===== src/rtl/spi_mem_bridge_if.sv =====
// spi_mem_bridge_if
//   Pin-side serial link and memory-side port bundle for spi_mem_bridge.
//   slave  : bridge view (takes chip selects, mosi, proc_en, memory read data;
//            drives miso, memory address/data/strobes, busy, frame_err).
//   master : driver view (chip pins plus the memories feeding mem_rdata).
//   Signals:
//     cs_n[N_CH]            per-channel chip select, active-low
//     mosi                  serial data in, MSB first
//     proc_en               processor running; blocks new frames
//     miso                  serial read-back data
//     mem_addr[ADDR_W]      registered memory address
//     mem_wdata[DATA_W]     registered write data
//     mem_we[N_CH]          one-hot single-cycle write strobe
//     mem_rdata[N_CH*DATA_W] read data, channel c at [c*DATA_W +: DATA_W]
//     busy                  bridge not idle
//     frame_err             single-cycle pulse on an aborted frame
interface spi_mem_bridge_if #(
   parameter int DATA_W = 8,
   parameter int ADDR_W = 4,
   parameter int N_CH   = 2
);
   logic [N_CH-1:0]        cs_n;
   logic                   mosi;
   logic                   proc_en;
   logic                   miso;
   logic [ADDR_W-1:0]      mem_addr;
   logic [DATA_W-1:0]      mem_wdata;
   logic [N_CH-1:0]        mem_we;
   logic [N_CH*DATA_W-1:0] mem_rdata;
   logic                   busy;
   logic                   frame_err;

   modport slave (
      input  cs_n, mosi, proc_en, mem_rdata,
      output miso, mem_addr, mem_wdata, mem_we, busy, frame_err
   );

   modport master (
      output cs_n, mosi, proc_en, mem_rdata,
      input  miso, mem_addr, mem_wdata, mem_we, busy, frame_err
   );
endinterface


===== src/rtl/spi_mem_bridge.sv =====
// spi_mem_bridge
//   Serial loader / read-back bridge between the chip-select/MOSI/MISO pins
//   and N_CH memory ports (ch0 = icache, ch1 = dcache). One bit is sampled per
//   rising clk edge. Frame: cmd bit (1 = write), ADDR_W address bits, then
//   either DATA_W write bits or one turnaround bit plus DATA_W bits on miso.
//   Ports:
//     clk    system clock, rising-edge sampling
//     rst_n  asynchronous active-low reset
//     bus    spi_mem_bridge_if.slave (pins, memory ports, busy, frame_err)
module spi_mem_bridge #(
   parameter int DATA_W = 8,
   parameter int ADDR_W = 4,
   parameter int N_CH   = 2
) (
   input  logic            clk,
   input  logic            rst_n,
   spi_mem_bridge_if.slave bus
);

   localparam int CNT_W = $clog2(1 + ADDR_W + DATA_W + 1);
   localparam int CH_W  = (N_CH > 1) ? $clog2(N_CH) : 1;

   // Counter value seen on the edge that carries the final bit of each phase.
   localparam logic [CNT_W-1:0] LAST_ADDR  = CNT_W'(ADDR_W);
   localparam logic [CNT_W-1:0] LAST_WDATA = CNT_W'(ADDR_W + DATA_W);
   localparam logic [CNT_W-1:0] LAST_RDATA = CNT_W'(ADDR_W + 1 + DATA_W);

   typedef enum logic [2:0] {
      S_IDLE,
      S_HDR,
      S_WDATA,
      S_COMMIT,
      S_TURN,
      S_RDATA,
      S_HOLD
   } state_t;

   state_t            state, state_n;
   logic              abort;

   logic [CNT_W-1:0]  cnt;
   logic [CH_W-1:0]   ch;
   logic              cmd;
   logic [ADDR_W-2:0] addr_sh;
   logic [DATA_W-2:0] data_sh;
   logic [DATA_W-1:0] tx;
   logic [ADDR_W-1:0] addr_q;
   logic [DATA_W-1:0] wdata_q;
   logic              err_q;

   logic [N_CH-1:0]   cs_low;
   logic              one_low;
   logic              active;
   logic [CH_W-1:0]   low_idx;
   logic [N_CH-1:0]   ch_mask;
   logic              abort_cond;
   logic [ADDR_W-1:0] addr_nx;
   logic [DATA_W-1:0] data_nx;

   // ---------------------------------------------------------------------
   // Chip-select decode
   // ---------------------------------------------------------------------
   assign cs_low  = ~bus.cs_n;
   // Exactly one select low: non-zero and a power of two.
   assign one_low = (cs_low != '0) && ((cs_low & (cs_low - N_CH'(1))) == '0);
   assign active  = one_low && !bus.proc_en;

   always_comb begin
      low_idx = '0;
      for (int unsigned i = 0; i < N_CH; i++) begin
         if (cs_low[i]) begin
            low_idx = CH_W'(i);
         end
      end
   end

   assign ch_mask    = N_CH'(1) << ch;
   assign abort_cond = bus.cs_n[ch] | (|(cs_low & ~ch_mask)) | bus.proc_en;

   assign addr_nx = {addr_sh, bus.mosi};
   assign data_nx = {data_sh, bus.mosi};

   // ---------------------------------------------------------------------
   // State register
   // ---------------------------------------------------------------------
   always_ff @(posedge clk or negedge rst_n) begin
      if (!rst_n) begin
         state <= S_IDLE;
      end else begin
         state <= state_n;
      end
   end

   // ---------------------------------------------------------------------
   // Next-state logic
   // ---------------------------------------------------------------------
   always_comb begin
      state_n = state;
      abort   = 1'b0;
      case (state)
         S_IDLE: begin
            if (active) begin
               state_n = S_HDR;
            end
         end
         S_HDR: begin
            if (abort_cond) begin
               abort   = 1'b1;
               state_n = S_HOLD;
            end else if (cnt == LAST_ADDR) begin
               state_n = cmd ? S_WDATA : S_TURN;
            end
         end
         S_WDATA: begin
            if (abort_cond) begin
               abort   = 1'b1;
               state_n = S_HOLD;
            end else if (cnt == LAST_WDATA) begin
               state_n = S_COMMIT;
            end
         end
         S_COMMIT: begin
            state_n = S_HOLD;
         end
         S_TURN: begin
            if (abort_cond) begin
               abort   = 1'b1;
               state_n = S_HOLD;
            end else begin
               state_n = S_RDATA;
            end
         end
         S_RDATA: begin
            if (abort_cond) begin
               abort   = 1'b1;
               state_n = S_HOLD;
            end else if (cnt == LAST_RDATA) begin
               state_n = S_HOLD;
            end
         end
         S_HOLD: begin
            if (&bus.cs_n) begin
               state_n = S_IDLE;
            end
         end
         default: begin
            state_n = S_IDLE;
         end
      endcase
   end

   // ---------------------------------------------------------------------
   // Datapath: counter, shift registers, output registers
   // ---------------------------------------------------------------------
   always_ff @(posedge clk or negedge rst_n) begin
      if (!rst_n) begin
         cnt     <= '0;
         ch      <= '0;
         cmd     <= 1'b0;
         addr_sh <= '0;
         data_sh <= '0;
         tx      <= '0;
         addr_q  <= '0;
         wdata_q <= '0;
         err_q   <= 1'b0;
      end else begin
         err_q <= abort;
         case (state)
            S_IDLE: begin
               if (active) begin
                  cmd <= bus.mosi;
                  ch  <= low_idx;
                  cnt <= CNT_W'(1);
               end
            end
            S_HDR: begin
               if (!abort) begin
                  addr_sh <= addr_nx[ADDR_W-2:0];
                  cnt     <= cnt + CNT_W'(1);
                  if (cnt == LAST_ADDR) begin
                     addr_q <= addr_nx;
                  end
               end
            end
            S_WDATA: begin
               if (!abort) begin
                  data_sh <= data_nx[DATA_W-2:0];
                  cnt     <= cnt + CNT_W'(1);
                  if (cnt == LAST_WDATA) begin
                     wdata_q <= data_nx;
                  end
               end
            end
            S_TURN: begin
               if (!abort) begin
                  tx  <= bus.mem_rdata[ch*DATA_W +: DATA_W];
                  cnt <= cnt + CNT_W'(1);
               end
            end
            S_RDATA: begin
               if (abort) begin
                  tx <= '0;
               end else begin
                  tx  <= {tx[DATA_W-2:0], 1'b0};
                  cnt <= cnt + CNT_W'(1);
               end
            end
            S_HOLD: begin
               if (&bus.cs_n) begin
                  cnt <= '0;
               end
            end
            default: begin
            end
         endcase
      end
   end

   // ---------------------------------------------------------------------
   // Outputs
   // ---------------------------------------------------------------------
   assign bus.mem_addr  = addr_q;
   assign bus.mem_wdata = wdata_q;
   assign bus.frame_err = err_q;
   assign bus.busy      = (state != S_IDLE);
   assign bus.miso      = (state == S_RDATA) ? tx[DATA_W-1] : 1'b0;
   // Gated by proc_en so a processor start during COMMIT can never see a write.
   assign bus.mem_we    = ((state == S_COMMIT) && !bus.proc_en) ? ch_mask : '0;

endmodule


===== src/flat_wrapper.sv =====
// flat-port wrapper written by rule: the top's interface ports become plain ports
module spi_mem_bridge_flat 
#(
   parameter int DATA_W = 8,
   parameter int ADDR_W = 4,
   parameter int N_CH   = 2
)
  (clk, rst_n, bus_cs_n, bus_mosi, bus_proc_en, bus_mem_rdata, bus_miso, bus_mem_addr, bus_mem_wdata, bus_mem_we, bus_busy, bus_frame_err);
  spi_mem_bridge_if #(.DATA_W(DATA_W), .ADDR_W(ADDR_W), .N_CH(N_CH)) bus_i ();
  input  logic clk;
  input  logic rst_n;
  input wire logic [$bits(bus_i.cs_n)-1:0] bus_cs_n;
  input wire logic [$bits(bus_i.mosi)-1:0] bus_mosi;
  input wire logic [$bits(bus_i.proc_en)-1:0] bus_proc_en;
  input wire logic [$bits(bus_i.mem_rdata)-1:0] bus_mem_rdata;
  output wire logic [$bits(bus_i.miso)-1:0] bus_miso;
  output wire logic [$bits(bus_i.mem_addr)-1:0] bus_mem_addr;
  output wire logic [$bits(bus_i.mem_wdata)-1:0] bus_mem_wdata;
  output wire logic [$bits(bus_i.mem_we)-1:0] bus_mem_we;
  output wire logic [$bits(bus_i.busy)-1:0] bus_busy;
  output wire logic [$bits(bus_i.frame_err)-1:0] bus_frame_err;
  assign bus_i.cs_n = bus_cs_n;
  assign bus_i.mosi = bus_mosi;
  assign bus_i.proc_en = bus_proc_en;
  assign bus_i.mem_rdata = bus_mem_rdata;
  assign bus_miso = bus_i.miso;
  assign bus_mem_addr = bus_i.mem_addr;
  assign bus_mem_wdata = bus_i.mem_wdata;
  assign bus_mem_we = bus_i.mem_we;
  assign bus_busy = bus_i.busy;
  assign bus_frame_err = bus_i.frame_err;
  spi_mem_bridge #(.DATA_W(DATA_W), .ADDR_W(ADDR_W), .N_CH(N_CH)) u_core (.clk(clk), .rst_n(rst_n), .bus(bus_i));
endmodule

===== config.mk =====
export PLATFORM = sky130hd
export DESIGN_NAME = spi_mem_bridge_flat
export DESIGN_NICKNAME = d
export VERILOG_FILES = /design/src/rtl/spi_mem_bridge_if.sv /design/src/rtl/spi_mem_bridge.sv /design/src/flat_wrapper.sv
export SDC_FILE = /design/constraint.sdc
export NUM_CORES = 1
export LEC_CHECK = 0
export ABC_AREA = 1
export CAP_MARGIN = 40
export CORE_MARGIN = 1
export CORE_UTILIZATION = 34
export CTS_CLUSTER_DIAMETER = 60
export DETAILED_ROUTE_END_ITERATION = 12
export GPL_TIMING_DRIVEN = 0
export SYNTH_ARGS = -nofsm -noshare
export SYNTH_HDL_FRONTEND = slang
export SYNTH_SLANG_ARGS = --single-unit

===== constraint.sdc =====
create_clock -name clk -period 1.5 [get_ports clk]
set_input_delay 0.225 -clock clk [delete_from_list [all_inputs] [get_ports clk]]
set_output_delay 0.225 -clock clk [all_outputs]
set_load 0.05 [all_outputs]

# Yosys cells after proc, flatten, opt, wreduce, memory -nomap -nowiden
# Cells that the tools add are included.
# totals
regBits	40
latchBits	0
mem_bits_rw	0
romBits	0
in_bits	22
output_inout_bits	17
wordCells	84
n_memories	0
# op_classes
n_addsub	2
mul	0
div_mod_pow	0
order_cmp	1
eq_ne	16
shift	2
muxes	25
bitwise	7
reduce_logical	21
# ops
op	n
$mux 3	9
$pmux 3 s7	1
$mux 8	2
$pmux 8 s2	1
$shiftx 16x5->8	1
$mux 4	3
$pmux 4 s3	1
$reduce_and 2->1	5
$eq 3x3->1 const B	3
$ne 3x1->1 const B	3
$eq 4x4->1 const B	2
$eq 3x2->1 const B	2
$mux 1	6
$reduce_and 3->1	2
$reduce_bool 3->1	2
$reduce_and 5->1	1
$add 4x1->4 const B	1
$and 2x2->2	2
$eq 4x3->1 const B	1
$mux 2	2
$ne 2x1->1 const B	2
$ne 2x2->1 const B	2
$not 2->2	2
$reduce_and 4->1	1
13 further kinds	17

# Logic depth before layout (Yosys ltp)
# Gate-level depths: netlist of the first run.
# logic_depth
depth_word	10
mapped_depth	10
ltp_nobuf	10

# Worst setup path after synthesis of the first run
# OpenSTA, ideal clock, no wires.
# synth_path
path_type	reg-to-output
start	register u_core.state[1]
end	output bus_miso
t_arrival_ps	1528
required_time_ps	1275
slack_ps	-253
path_stages_with_launch	6
path_buffers	2
path_cell_list	dfrtp_1 -> buf_4 -> nor2_8 -> nand2_4 -> buf_2 -> nor2_1
# synth_between
elab_chain_len	2
# synth_rtl
element	line	rtl
start: declaration	spi_mem_bridge.sv:38	state_t state, state_n;
start signal: assignment	spi_mem_bridge.sv:90	state <= state_n;
$eq 3x3->1	spi_mem_bridge.sv:226	assign bus.miso = (state == S_RDATA) ? tx[DATA_W-1] : 1'b0;
$mux 1	spi_mem_bridge.sv:226	
end: declaration	flat_wrapper.sv:16	output wire logic [$bits(bus_i.miso)-1:0] bus_miso;
# Every way passes these cells.

# Worst setup path after layout of the first run
# layout_path
start	register u_core.state[2]
end	output bus_miso
# Same word-level chain as after synthesis.

==> run metrics, run 1 <==
Synth top cells by count 87 x nand2_1, 40 x dfrtp_1, 31 x inv_1, 20 x nand3_1, 17 x nor2_1; initial antenna violation count 0; CP required 1.27 ns; CTS Root Cell clkbuf_8; final number of hold-violating endpoints 0; Fillers 596; Register Area 1000 µm²; wire length per cell 11.9 µm; top-count cell post-synth nand2_1; first-iteration detailed-routing DRC count 98; Clock Path Buffers 2; placed insts 396; mapped cell area 2270 µm²; failing checks negative setup slack; ant diodes 0; crit path DAT 1.28 ns; Area Overhead vs Synth 42.6%; actual slew at the worst max-slew pin 0.492 ns; RSZ-0062 raised after global routing yes; final worst slack -0.00526 ns; post-layout minimum cycle time 1.51 ns; area post-placement 2760 µm²; Static Leak 1.61 nW; Critical Path Source u_core.state[2]$_DFFE_PN0P_; multi-input logic area 1220 µm²; vias in the first global route 1858; remaining global-route overflow 0; Post-synth top flop dfrtp_1; Synth area leader dfrtp_1; pwr dens 1630 nW/µm²; Die ar. 7010 µm²; f_max 664 MHz; Core Box Area 6390 µm²; Syn. warnings 0; vias per std cell 4.62; first-pass GRT wire length 8310 µm; Final Net Count 373; HPWL after DPL 3310 µm; hold slack final 0.283 ns; Final Cycle Share 100%; CTS sink cnt 40; Synth Area per Inst 8.11 µm²; placer congestion estimate 0.792; Finished Core Util 50.7%; post-route cell area 3240 µm²; total iterations of the first detailed-routing run 4; Crit. End Element output port; clock-pin slew on the worst setup and hold paths 0.09 ns; worst path bufs/invs 2; CP top delay family flip-flops; largest net degree at the start of global routing 36; top-area cell type share of the netlist area 44.1%; Final setup viols 1; Netlist cell types 27; placement row count 29; outcome complete, but fails checks; Slew Viols, Final 0; Post-Route WL 5040 µm; Hold Path Class input pin to flop; Synth area leaders dfrtp_1 44%, nand2_1 14%, inv_1 5.1%; Mapped Cells 280; Setup Skew 0.00829 ns; DRC Markers 0; vias 1965; VDD IR max 1030 µV; worst setup path category flop to output port; Tot GR Track Use 14.5%; Tot Pwr 5.27 mW; CP max FO 7; final non-filler cell total 425; Slew HR 67.3%; #FFs+latches synth 40; Worst Hold Launch bus_cs_n[1]; Initial Utilization 35.5%; ratio of cells with drive above 1 in the final layout 32.5%; Horiz. Die Dim 83.7 µm; sequential element share of the synthesized area 44.1%; die height 83.7 µm; max cap viols 0; critical-path cell list inv_4, nor2_8, nand2_8, nor2_4, buf_8; Startpoint Class flop; Post-synth EDFFs 0; CP max stage cell dfrtp_2; delay of the slowest critical-path stage 0.45 ns; port bufs 38; TritonCTS clock tree yes; IO Pins 39; reg2reg start u_core.state[0]$_DFFE_PN0P_; Synth async-reset ratio 100%; Clk Latency, worst-skew pair 0.30 ns; Syn Nets 306; Routed Antenna Nets 0; htree depth 2; CTS Buf Count 5
[power breakdown]
part | switching (mW) | leakage (nW) | total (mW) | internal, mW
sequential | 0.189 | 0.531 | 1.55 | 1.37
combinational | 1.66 | 1.02 | 2.79 | 1.14
clock | 0.416 | 0.0548 | 0.918 | 0.502
total | 2.26 | 1.61 | 5.27 | 3.00
[metal layers]
metal	wire length (µm)	global-route usage, %	share of wire [%]
met5	0	0	0
met3	167	3.26	3.3
met1	2350	18.7	47
met2	2450	24.2	49
met4	74	4.31	1.5
[placed cells by master, fill, tap and decap left out, types with 4 or more instances in the layout]
cell             instances
dfrtp_1                 39
inv_1                   28
nor2_4                   4
dlygate4sd2_1           11
clkdlybuf4s50_1         18
nor2_2                   5
nor2_1                  12
o21ai_1                  7
or2_2                    8
nand2_2                 12
o21ai_0                 12
nand3_1                 17
buf_6                    9
o21ai_2                 12
buf_4                   16
clkbuf_8                 5
inv_2                    5
o211ai_1                 7
nand2_1                 71
nand2_4                 12
[layout make-up]
cell class | count | share of cell area, %
inverter | 35 | 4.22
multi-input combinational | 198 | 37.9
tap | 77 | 2.98
sequential | 40 | 31.0
timing repair buffer | 60 | 18.3
buffer | 7 | 2.17
clock inverter | 3 | 1.43
clock buffer | 5 | 2.13
[per-stage QoR]
step | worst slack [ns] | setup TNS (ns)
detailed placement | -0.583 | -10.06
global route | -0.0733 | -1.08
finish | -0.00526 | -0.00526
global placement | -0.913 | -45.98
CTS | -0.0888 | -0.103
floorplan | -0.0663 | -0.157
[what timing repair did]
item,4_1_cts,5_1_grt
resized for setup,60,39
pin swaps,3,16
gates cloned,1,1
setup endpoints to repair,22,41
endpoints found under the hold margin,5,0
hold buffers,1,0
setup buffers,7,12
[sequential cells by signal, summed over array words and instances, names as in the netlist]
| signal | flops |
|---|---|
| u_core.cnt | 4 |
| u_core.data_sh | 7 |
| u_core.cmd | 1 |
| u_core.bus.mem_wdata | 8 |
| u_core.addr_sh | 3 |
| u_core.bus.frame_err | 1 |
| u_core.ch | 1 |
| u_core.state | 3 |
| u_core.tx | 8 |
| u_core.bus.mem_addr | 4 |
[kinds of logic (layout without fill, tap and decap cells)]
group           after synthesis  count (layout)  synth area share (%)
simple gates                150             151                  32.7
buf+inv                      43             110                  8.54
compound gates               41              41                  11.7
flops                        40              40                  44.1
fa+ha+maj                     4               4                  2.21
xor+xnor                      2               2                 0.772
[path summary, 6_finish.rpt]
check | depth (start not counted) | end | slack, ns
max in group asynchronous | 3 | u_core.state[2]$_DFFE_PN0P_ | 0.79
hold / removal | 2 | u_core.ch$_DFFE_PN0P_ | 0.28
setup / recovery | 5 | bus_miso | -0.005
hold reg to reg | 2 | u_core.bus.mem_addr[1]$_DFFE_PN0P_ | 0.49
min in group asynchronous | 2 | u_core.tx[3]$_DFFE_PN0P_ | 0.30
setup reg to reg | 9 | u_core.bus.mem_wdata[6]$_DFFE_PN0P_ | 0.01
(Power assumes the default switching activity.)
==> run 2: changes to the inputs <==
--- a/config.mk
+++ b/config.mk
@@ -5,7 +5,6 @@
 export SDC_FILE = /design/constraint.sdc
 export NUM_CORES = 1
 export LEC_CHECK = 0
-export ABC_AREA = 1
 export CAP_MARGIN = 40
 export CORE_MARGIN = 1
 export CORE_UTILIZATION = 34
==> run 2 against run 1 <==
The run still ends with negative setup slack left. Routed wire length shrank 2.9%. Area after synthesis is 11% lower. Sequential power grew 6%. Clock skew barely moved. Critical path depth up 1.
==> run metrics, run 2 <==
met3 Usage GRT 2.64%; CTS sink cnt 40; top-count cell post-synth dfrtp_1; placement row count 27; Hold Path Class input pin to async pin; actual slew at the worst max-slew pin 0.488 ns; Initial Utilization 36.1%; Synth area leaders dfrtp_1 49%, mux2_2 12%, a21oi_1 3.0%; Startpoint Class flop; htree depth 2; final number of hold-violating endpoints 0; largest net degree at the start of global routing 36; Synth area leader dfrtp_1; Horiz. Die Dim 79.2 µm; Post-synth top flop dfrtp_1; Crit. End Element flop; Critical Path Sink u_core.bus.mem_wdata[4]$_DFFE_PN0P_; placer congestion estimate 0.808; Final Net Count 284; ratio of cells with drive above 1 in the final layout 48.3%; sequential element share of the synthesized area 49.4%; Final Cycle Share 119%; Clock Path Buffers 2; Setup Skew 0.00806 ns; remaining global-route overflow 0; die height 79.2 µm; Static Leak 1.47 nW; max cap viols 0; outcome complete, but fails checks; Register Area 1000 µm²; Netlist cell types 39; Syn. warnings 0; Crit Reg-Reg Endpoint u_core.bus.mem_wdata[4]$_DFFE_PN0P_; first-iteration detailed-routing DRC count 60; Most Crowded Layer GR met2; CTS Root Cell clkbuf_8; multi-input logic area 1260 µm²; met1 Usage GRT 21.1%; Syn Nets 213; Reg2Reg Setup Slack -0.28 ns; Synth Area per Inst 10.8 µm²; area post-placement 2550 µm²; Routed Antenna Nets 0; Slew HR 67.6%; port bufs 38; top-area cell type share of the netlist area 49.4%; DRC Markers 0; Combinational Power Share 50.0%; first-pass GRT wire length 7670 µm; CTS Buf Count 5; crit path DAT 1.95 ns; f_max 562 MHz; wire length per cell 14.8 µm; sequential share of power 32.0%; most frequent cells in the layout 37 x dfrtp_1, 21 x mux2_2, 19 x buf_4; commonest non-fill, non-tap cell in the layout dfrtp_1; initial antenna violation count 0; worst setup path category flop to flop; met2 global-route usage 25.3%; TritonCTS clock tree yes; Slew Viols, Final 0; IO Pins 39; vias 1683; CP required 1.68 ns; post-route cell area 3220 µm²; pwr dens 1600 nW/µm²; Tot GR Track Use 16.0%; total iterations of the first detailed-routing run 4; Synth async-reset ratio 100%; Synth top cells by count 40 x dfrtp_1, 22 x mux2_2, 14 x nor2_1, 12 x a21oi_1, 11 x inv_1; worst-case reg-to-reg path depth 6; failing checks negative setup slack; switching pwr 2.05 mW; Int Pwr 3.10 mW; vias per std cell 5.08; RSZ-0062 raised after global routing yes; Post-Route WL 4900 µm; clock share of power 18.1%; Mapped Cells 187; mapped cell area 2020 µm²; Post-synth EDFFs 0; vias in the first global route 1631; #FFs+latches synth 40; post-layout minimum cycle time 1.78 ns; Fillers 491; Final setup viols 39; clock-pin slew on the worst setup and hold paths 0.08 ns; Setup TNS -7.54 ns; VDD IR max 866 µV; Die ar. 6270 µm²; reg2reg start u_core.ch$_DFFE_PN0P_; Core Box Area 5610 µm²; ant diodes 0; Area Overhead vs Synth 59.0%; final worst slack -0.278 ns; HPWL after DPL 2870 µm; Critical Path Source u_core.ch$_DFFE_PN0P_; CP max FO 8; Clk Latency, worst-skew pair 0.29 ns; switching part of the total 39.8%
[run 2: how the worst min path moves through the flow]
| stage | endpoint | slack, ns | depth (start not counted) | start |
|---|---|---|---|---|
| CTS | u_core.bus.mem_wdata[0]$_DFFE_PN0P_ | 0.27 | 2 | rst_n |
| floorplan | u_core.addr_sh[0]$_DFFE_PN0P_ | -0.07 | 0 | rst_n |
| global placement | u_core.tx[0]$_DFFE_PN0P_ | 0.49 | 2 | u_core.tx[0]$_DFFE_PN0P_ |
| detailed placement | u_core.bus.mem_wdata[0]$_DFFE_PN0P_ | 0.07 | 1 | rst_n |
| finish | u_core.bus.mem_wdata[0]$_DFFE_PN0P_ | 0.28 | 2 | rst_n |
| global route | u_core.bus.mem_wdata[0]$_DFFE_PN0P_ | 0.30 | 2 | rst_n |
[run 2: cell families after synthesis]
family / share of synthesized area (%)
muxes: 13.3
and+or+nand+nor: 15.1
xor gates and xnor gates: 1.30
DFF: 49.4
AOI/OAI and AO/OA: 14.2
adders and majority gates: 2.47
buffers and inverters: 4.20
[run 2: timing repair]
item / CTS / global route
pin swaps: 31 / 14
setup endpoints to repair: 57 / 42
endpoints found under the hold margin: 24 / 0
setup buffers: 16 / 11
hold buffers: 1 / 0
cloned: 1 / 0
gates resized for setup: 95 / 33
[run 2: power by group through the flow]
stage	clock (mW)	sequential, mW	combinational [mW]
2_1_floorplan	0	1.58	1.15
3_3_place_gp	0	1.56	1.57
3_5_place_dp	0	1.57	1.58
4_1_cts	0.951	1.63	2.18
5_1_grt	0.991	1.69	2.78
6_report	0.929	1.64	2.57
[run 2: layout make-up]
type                    count  share of cell area [%]
clock inverters             2                    1.20
multi-input cells         128                    39.0
plain buffers               7                    2.76
flip-flops and latches     40                    31.2
inverters                  11                    1.28
well taps                  72                    2.80
repair buffers             65                    19.2
clock buffers               6                    2.57
[run 2: critical path, cell delays in order (launching register included)]
cell      delay [ns]
dfrtp_1         0.39
buf_6           0.13
nor4b_4         0.32
o211ai_1        0.14
or2_1           0.26
buf_6           0.14
mux2_2          0.26
[run 2: per-stage QoR]
stage | hold WS, ns | cells | utilization [%] | power [mW] | setup slack [ns]
floorplan | -0.0706 | 187 | - | 2.72 | -0.287
global placement | 0.485 | 297 | 45.2 | 3.13 | -0.820
detailed placement | 0.0664 | 298 | 45.5 | 3.15 | -0.811
CTS | 0.274 | 322 | 54.4 | 4.75 | -0.305
global route | 0.298 | 331 | 57.4 | 5.46 | -0.347
finish | 0.279 | 331 | 57.4 | 5.14 | -0.278
[run 2: routing by layer]
layer | routed length (µm) | share of wire, %
met1 | 2270 | 46
met5 | 0 | 0
met2 | 2340 | 48
met3 | 173 | 3.5
met4 | 110 | 2.2
